===== config.mk =====
export PLATFORM = sky130hd
export DESIGN_NAME = pipeline_stall_ctrl
export DESIGN_NICKNAME = d
export VERILOG_FILES = /design/src/rtl/pipeline_stall_ctrl.sv
export SDC_FILE = /design/constraint.sdc
export NUM_CORES = 1
export LEC_CHECK = 0
export ABC_AREA = 1
export CORE_ASPECT_RATIO = 1.1
export CORE_UTILIZATION = 25
export CTS_BUF_LIST = sky130_fd_sc_hd__clkbuf_8
export DETAILED_ROUTE_END_ITERATION = 7
export GPL_TIMING_DRIVEN = 0
export SYNTH_ARGS = -nofsm -noshare
export SYNTH_HDL_FRONTEND = slang
export SYNTH_SLANG_ARGS = --single-unit

===== constraint.sdc =====
create_clock -name clk -period 3.5 [get_ports clk]
set_input_delay 0.7 -clock clk [delete_from_list [all_inputs] [get_ports clk]]
set_output_delay 0.7 -clock clk [all_outputs]
set_load 0.02 [all_outputs]

===== src/rtl/pipeline_stall_ctrl.sv =====
// Stall/flush sequencer for the 5-stage pipeline. It turns the ID hazard,
// EXE branch-taken and MEM busy flags into per-stage freeze, flush and
// bubble controls. It also keeps saturating stall/flush counters and a
// sticky watchdog that trips when the memory stays busy for too long.
module pipeline_stall_ctrl #(
  parameter int BR_FLUSH_CYCLES = 1,    // IF/ID flush cycles per taken branch, 1..7
  parameter int MEM_TIMEOUT     = 255,  // busy cycles before the watchdog trips, 1..65535
  parameter int CNT_W           = 16
) (
  input  logic             clk,
  input  logic             rst,          // asynchronous, active low
  input  logic             hazard_detected,
  input  logic             br_taken,
  input  logic             mem_busy,
  output logic             freeze_pc,
  output logic             freeze_if_id,
  output logic             flush_if_id,
  output logic             bubble_id_ex,
  output logic             freeze_pipe,
  output logic [1:0]       state,
  output logic [CNT_W-1:0] stall_cnt,
  output logic [CNT_W-1:0] flush_cnt,
  output logic             mem_timeout
);

  typedef enum logic [1:0] {
    RUN      = 2'd0,
    MEM_WAIT = 2'd1,
    FLUSH    = 2'd2,
    HAZ      = 2'd3
  } state_e;

  localparam logic [2:0]  REM_INIT = 3'(BR_FLUSH_CYCLES - 1);
  localparam logic [15:0] WD_MAX   = 16'(MEM_TIMEOUT);

  state_e           state_q, state_d;
  logic [2:0]       rem_q, rem_d;
  logic [15:0]      wd_q, wd_d;
  logic             timeout_q, timeout_d;
  logic [CNT_W-1:0] stall_cnt_q, stall_cnt_d;
  logic [CNT_W-1:0] flush_cnt_q, flush_cnt_d;

  logic fpc_c, fif_c, flush_c, bubble_c, fpipe_c, br_acc_c;

  // Next state and control outputs, in priority order:
  // memory busy, then taken branch, then pending flush cycles, then hazard.
  // A leftover flush remainder is therefore resumed straight out of
  // MEM_WAIT, and the next state follows the remainder after this cycle.
  always_comb begin
    state_d  = RUN;
    rem_d    = rem_q;
    fpc_c    = 1'b0;
    fif_c    = 1'b0;
    flush_c  = 1'b0;
    bubble_c = 1'b0;
    fpipe_c  = 1'b0;
    br_acc_c = 1'b0;
    if (mem_busy) begin
      fpc_c   = 1'b1;
      fif_c   = 1'b1;
      fpipe_c = 1'b1;
      state_d = MEM_WAIT;
    end else if (br_taken) begin
      flush_c  = 1'b1;
      bubble_c = 1'b1;
      br_acc_c = 1'b1;
      rem_d    = REM_INIT;
      state_d  = (REM_INIT != 3'd0) ? FLUSH : RUN;
    end else if (rem_q != 3'd0) begin
      flush_c  = 1'b1;
      bubble_c = 1'b1;
      rem_d    = rem_q - 3'd1;
      state_d  = (rem_q != 3'd1) ? FLUSH : RUN;
    end else if (hazard_detected) begin
      fpc_c    = 1'b1;
      fif_c    = 1'b1;
      bubble_c = 1'b1;
      state_d  = HAZ;
    end
  end

  // Watchdog and saturating performance counters.
  always_comb begin
    wd_d        = 16'd0;
    timeout_d   = timeout_q;
    stall_cnt_d = stall_cnt_q;
    flush_cnt_d = flush_cnt_q;
    if (mem_busy) begin
      wd_d = (wd_q == WD_MAX) ? wd_q : wd_q + 16'd1;
      if (wd_d == WD_MAX) timeout_d = 1'b1;
    end
    if (fpc_c && stall_cnt_q != {CNT_W{1'b1}}) stall_cnt_d = stall_cnt_q + 1'b1;
    if (br_acc_c && flush_cnt_q != {CNT_W{1'b1}}) flush_cnt_d = flush_cnt_q + 1'b1;
  end

  // State, flush remainder, watchdog and counter registers.
  always_ff @(posedge clk or negedge rst) begin
    if (!rst) begin
      state_q     <= RUN;
      rem_q       <= 3'd0;
      wd_q        <= 16'd0;
      timeout_q   <= 1'b0;
      stall_cnt_q <= '0;
      flush_cnt_q <= '0;
    end else begin
      state_q     <= state_d;
      rem_q       <= rem_d;
      wd_q        <= wd_d;
      timeout_q   <= timeout_d;
      stall_cnt_q <= stall_cnt_d;
      flush_cnt_q <= flush_cnt_d;
    end
  end

  // Controls are forced low while reset is held, whatever the inputs do.
  assign freeze_pc    = fpc_c    & rst;
  assign freeze_if_id = fif_c    & rst;
  assign flush_if_id  = flush_c  & rst;
  assign bubble_id_ex = bubble_c & rst;
  assign freeze_pipe  = fpipe_c  & rst;
  assign state        = state_q;
  assign stall_cnt    = stall_cnt_q;
  assign flush_cnt    = flush_cnt_q;
  assign mem_timeout  = timeout_q;

endmodule

==> results of run 1 <==
## synthesized netlist by cell type, types with 6 or more instances
cell type / number / area [um^2]
a21oi_1: 12 / 60.06
nor3_1: 9 / 45.04
xor2_1: 22 / 192.7
nor2_1: 51 / 191.4
inv_1: 45 / 168.9
dfrtp_1: 54 / 1351
xnor2_1: 7 / 61.31
nand4_1: 9 / 56.30
nand2_1: 102 / 382.9
o21ai_0: 12 / 60.06
nand3_1: 23 / 115.1
ha_1: 6 / 75.07
## metrics by stage
| step | util (%) | instance area (um^2) | cells |
|---|---|---|---|
| after global routing | 32.38 | 3771 | 595 |
| after detailed placement | 31.60 | 3680 | 587 |
| final | 32.38 | 3771 | 595 |
| after CTS | 32.38 | 3771 | 595 |
| after global placement | 31.47 | 3665 | 586 |
| after floorplan | - | 3037 | 392 |
## registers in the layout (all words and copies together) (netlist names)
register,cells
flush_cnt,16
mem_timeout,1
rem_q,3
stall_cnt,16
state,2
wd_q,16
## worst paths after layout
check / from / endpoint / slack, ns / cells after the start
worst max-delay path: mem_busy / freeze_pc / 0.16 / 9
worst max register to register: stall_cnt[0] / stall_cnt[12] / 1.69 / 7
min in group clk: mem_timeout / mem_timeout / 0.47 / 2
worst min register to register: mem_timeout / mem_timeout / 0.47 / 2
worst min-delay path: rst / wd_q[1] / 0.39 / 1
max in group asynchronous: rst / wd_q[14] / 2.53 / 2
## report_power, final
part | switching (uW) | internal, uW | total (uW)
clock | 211 | 158 | 368
combinational | 368 | 282 | 650
sequential | 107 | 723 | 830
## worst max-delay path, delay by kind of cell
family / cells / cell delay [ns]
AO/OA/AOI/OAI: 1 / 0.09
buffers and inverters: 5 / 1.48
AND/OR/NAND/NOR: 3 / 0.36
## logic make-up after synthesis
family,count (synthesis)
AND/OR/NAND/NOR,211
buffers and inverters,55
flip-flops,54
AO/OA/AOI/OAI,37
XOR/XNOR,29
adder cells (fa/ha/maj),6
## cell type report
type	count	area (um^2)	area share [%]
Buffer	5	45.04	1.194
Sequential cell	54	1351	35.83
Clock inverter	2	8.758	0.2322
Inverter	50	187.7	4.977
Timing Repair Buffer	45	455.4	12.08
Clock buffer	6	82.58	2.190
Tap cell	150	187.7	4.977
Multi-Input combinational cell	283	1453	38.52
## routing by layer
metal | global-route usage (%) | part of all wire, % | vias to the layer above
li1 | - | - | 1356
met1 | 15.02 | 46 | 1266
met2 | 20.60 | 49 | 46
met3 | 2.658 | 3.5 | 7
met4 | 4.024 | 1.4 | 0
met5 | 0 | 0 | -
==> impl_metrics.tcl, run 1 <==
set metrics [dict create \
    grt.total_usage_pct 12.11 \
    drc 0 \
    p_leak_uw 0.001725 \
    arrival_ns 2.64 \
    fp.coreArea_um2 11640 \
    rows 41 \
    slew-limit-headroom_pct 58.93 \
    detail_route.first_pass.iterations 4 \
    ctsResizeCount 0 \
    grt_antenna_before_repair 0 \
    drt_iter0_markers 162 \
    p_per_area_nw_per_um2 490.1 \
    crit_path_cell_trace "clkdlybuf4s50_1, nor2_1, inv_2, nand2_2, inv_2, o21ai_2, nor2_1, buf_4, clkdlybuf4s50_1" \
    status "finished, final reports clean" \
    drive_above_1_share_pct 6.067 \
    final_cell_mix "nand2_1 (102), dfrtp_1 (54), nor2_1 (51), inv_1 (46), clkdlybuf4s50_1 (43)" \
    wirelength_um 6866 \
    grt_pass1_wl_um 12390 \
    die_area_um2 12590 \
    vias 2675 \
    cap_viol_max_count 0 \
    start_util_pct 26.08 \
    max_stage_delay_ns 0.61 \
    cts.sinks 54 \
    nets 455 \
    syn_to_final_growth_pct 24.19 \
    crit_path_max_fanout 6 \
    gp_congestion 0.8418 \
    tightest_slew_ns 0.6161 \
    cts_tree "done" \
    hold_class "input pin to async pin" \
    synthDistinctLibCells 31 \
    synth-xor-area-share_pct 8.364 \
    dp_hpwl_um 5229 \
    synth_fp_nets 403 \
    dieWidth_um 107.1 \
    synth_top_family_by_area "simple AND/OR/NAND/NOR gates" \
    layout_commonest_cell "nand2_1" \
    io_pins 45 \
    drv_slew 0 \
    rsz0062_at_grt "no" \
    hold_buffers 0 \
    yosys_warnings 0 \
    clk_path_buf_depth 2 \
    setup.worst_path.start_class "input pin" \
    netlist_instances 392 \
    synth_compound_area_share_pct 6.840 \
    pre_cts_slack_ns 0.1296 \
    slowest_stage "clkdlybuf4s50_1" \
    diodes 0 \
    fillers 1219 \
    finalPower_uw 1848 \
    grt_pass1_vias 2663 \
    fin_setup_tns_ns 0 \
    finClkSkew_ns 0.005457 \
    io_buffers 44 \
    clk_latency_ns 0.31 \
    path_clk_slew_ns 0.10 \
    critical_path_class "input pin to output port" \
    worstPathRequired_ns 2.80 \
    ant_nets 0 \
    setup-violations-final 0 \
    ys_ff_latch 54 \
    postLayoutSetupSlackWorst_ns 0.1607 \
    irDropWorstVdd_uv 362.8 \
    min_period_ns 3.339 \
    cts_setup_buffers 0 \
    die_h_um 117.6 \
    cts_root_buf "clkbuf_8" \
    synth_fa_ha_area_share_pct 2.472 \
    synth_edf_count 0 \
    synth.area.mux_share_pct 0 \
    ys_seq_area_share_pct 44.50 \
    synth_ff_type "dfrtp_1" \
    hold_viol 0 \
    synth_area_um2 3037 \
    cts_made_buffers 5 \
    whs_ns 0.3881 \
    htree_levels 2 \
    drt-vias-per-instance 4.496 \
    wl_per_cell_um 11.54 \
    fin_crit_sh_pct 95.41 \
    grt_max_degree 32 \
    fmax_mhz 299.5 \
    async_reset_ff_share_pct 100.0 \
    synthSimpleGateAreaFrac_pct 30.16 \
    syn_avg_cell_area_um2 7.747 \
    worst_setup_path_end_kind "output port" \
    grt_overflow 0 \
]
(Power assumes the default switching activity.)
==> run 2: changes to the inputs <==
--- a/config.mk
+++ b/config.mk
@@ -7,10 +7,12 @@
 export LEC_CHECK = 0
 export ABC_AREA = 1
 export CORE_ASPECT_RATIO = 1.1
-export CORE_UTILIZATION = 25
+export CORE_UTILIZATION = 60
 export CTS_BUF_LIST = sky130_fd_sc_hd__clkbuf_8
 export DETAILED_ROUTE_END_ITERATION = 7
 export GPL_TIMING_DRIVEN = 0
+export HOLD_SLACK_MARGIN = 0.02
+export PLACE_DENSITY = 0.87
 export SYNTH_ARGS = -nofsm -noshare
 export SYNTH_HDL_FRONTEND = slang
 export SYNTH_SLANG_ARGS = --single-unit
==> run 2 against run 1 <==
- core utilization rose by 45 points
- register-to-register slack is essentially flat
- hold slack got worse by 0.060 ns
- largest cell class unchanged
- first-iteration DRC count is 4.3% lower
- combinational power is 3% higher
- clock skew is 0.0042 ns higher
- critical path type unchanged
- global-route usage is 15 points higher
- flip-flop and latch count unchanged
- sequential share of layout area is 0.94 points higher
==> impl_metrics.tcl, run 2 (synthesized netlist as in run 1, its figures left out) <==
set metrics [dict create \
    cts_setup_buffers 0 \
    grt_antenna_before_repair 0 \
    drt-vias-per-instance 5.508 \
    setup-violations-final 0 \
    layout_commonest_cell "nand2_1" \
    worst_setup_path_end_kind "output port" \
    worstPathRequired_ns 2.80 \
    finClkSkew_ns 0.009681 \
    ctsResizeCount 0 \
    dieWidth_um 69.83 \
    arrival_ns 2.68 \
    min_period_ns 3.384 \
    wirelength_um 7164 \
    diodes 0 \
    power_frac_seq_pct 43.3 \
    post-route-util_pct 77.37 \
    combPwrFrac_pct 34.6 \
    syn_to_final_growth_pct 21.01 \
    io_pins 45 \
    cts.sinks 54 \
    dp.cells 493 \
    max_stage_delay_ns 0.64 \
    path_clk_slew_ns 0.10 \
    hold_buffers 0 \
    crit_path_max_fanout 9 \
    drc 0 \
    grt_pass1_vias 2729 \
    hold_viol 0 \
    ant_nets 0 \
    drt_iter0_markers 155 \
    p_per_area_nw_per_um2 526.6 \
    slew-limit-headroom_pct 66.77 \
    p_int_uw 1236 \
    dp_hpwl_um 5360 \
    tightest_slew_ns 0.4939 \
    grt_max_degree 39 \
    die_h_um 76.62 \
    fmax_mhz 295.5 \
    p_leak_uw 0.001729 \
    gp_congestion 0.9362 \
    irDropWorstVdd_uv 460.7 \
    drv_slew 0 \
    p_switching_uw 698.9 \
    finalPower_uw 1935 \
    nets 455 \
    clk_path_buf_depth 2 \
    die_area_um2 5350 \
    fin_setup_tns_ns 0 \
    wl_per_cell_um 14.33 \
    crit_path_cell_trace "clkdlybuf4s50_1, inv_2, nand2_2, nand2_2, inv_2, o21ai_2, nor2_1, buf_4, clkdlybuf4s50_1" \
    cts_tree "done" \
    grt_pass1_wl_um 11830 \
    postLayoutSetupSlackWorst_ns 0.1158 \
    fp.coreArea_um2 4750 \
    fin_crit_sh_pct 96.69 \
    hold_class "input pin to async pin" \
    rsz0062_at_grt "no" \
    status "finished, final reports clean" \
    netSwitchingFraction_pct 36.12 \
    start_util_pct 63.94 \
    drive_above_1_share_pct 6.081 \
    grt_overflow 0 \
    stdcell_count 500 \
    rows 26 \
    clk_latency_ns 0.31 \
    cts_root_buf "clkbuf_8" \
    htree_levels 2 \
    vias 2754 \
    critical_path_class "input pin to output port" \
    pre_cts_slack_ns 0.1321 \
    slowest_stage "clkdlybuf4s50_1" \
    grt.total_usage_pct 27.52 \
    clkPwrFrac_pct 22.1 \
    setup.worst_path.start_class "input pin" \
    detail_route.first_pass.iterations 4 \
    cap_viol_max_count 0 \
    io_buffers 44 \
    cts_made_buffers 5 \
    final_cell_mix "nand2_1 (102), dfrtp_1 (54), nor2_1 (51), inv_1 (45), clkdlybuf4s50_1 (43)" \
]
[run 2: layout make-up]
cell class | count | area (um^2)
buffer | 5 | 45.04
clock buffer | 6 | 82.58
clock inverter | 1 | 30.03
fill | 339 | 1075
inverter | 50 | 187.7
multi-input combinational | 283 | 1453
sequential | 54 | 1351
tap | 56 | 70.07
timing repair buffer | 45 | 455.4
[run 2: power groups by stage]
stage               Combinational [uW]  Clock [uW]  Sequential [uW]
floorplan                          288           0              926
global placement                   631           0              845
detailed placement                 664           0              845
CTS                                668         433              836
global route                       722         452              853
finish                             669         428              838
[run 2: path summary, 6_finish.rpt]
path / startpoint / endpoint / slack, ns / depth (start not counted)
max in group asynchronous: rst / stall_cnt[15] / 2.61 / 2
setup reg to reg: wd_q[0] / mem_timeout / 1.69 / 10
hold / removal: rst / wd_q[2] / 0.33 / 1
setup / recovery: mem_busy / freeze_pc / 0.12 / 9
min in group clk: mem_timeout / mem_timeout / 0.47 / 2
hold reg to reg: mem_timeout / mem_timeout / 0.47 / 2
[run 2: critical path: cells and delay by family]
family / cells / cell delay [ns]
buffers and inverters: 5 / 1.58
AOI/OAI and AO/OA: 1 / 0.08
and+or+nand+nor: 3 / 0.33
[run 2: per-layer routing]
layer	track usage, %	vias up	share of wire [%]
met3	4.497	16	3.9
li1	-	1344	-
met1	31.93	1312	40
met5	0	-	0
met2	50.67	82	54
met4	9.600	0	1.8
[run 2: per-stage QoR]
| step | hold slack, ns | instance area, um^2 |
|---|---|---|
| global route | 0.3569 | 3675 |
| detailed placement | 0.4529 | 3562 |
| CTS | 0.3431 | 3675 |
| floorplan | 0.4044 | 3037 |
| finish | 0.3285 | 3675 |
| global placement | 0.4453 | 3547 |
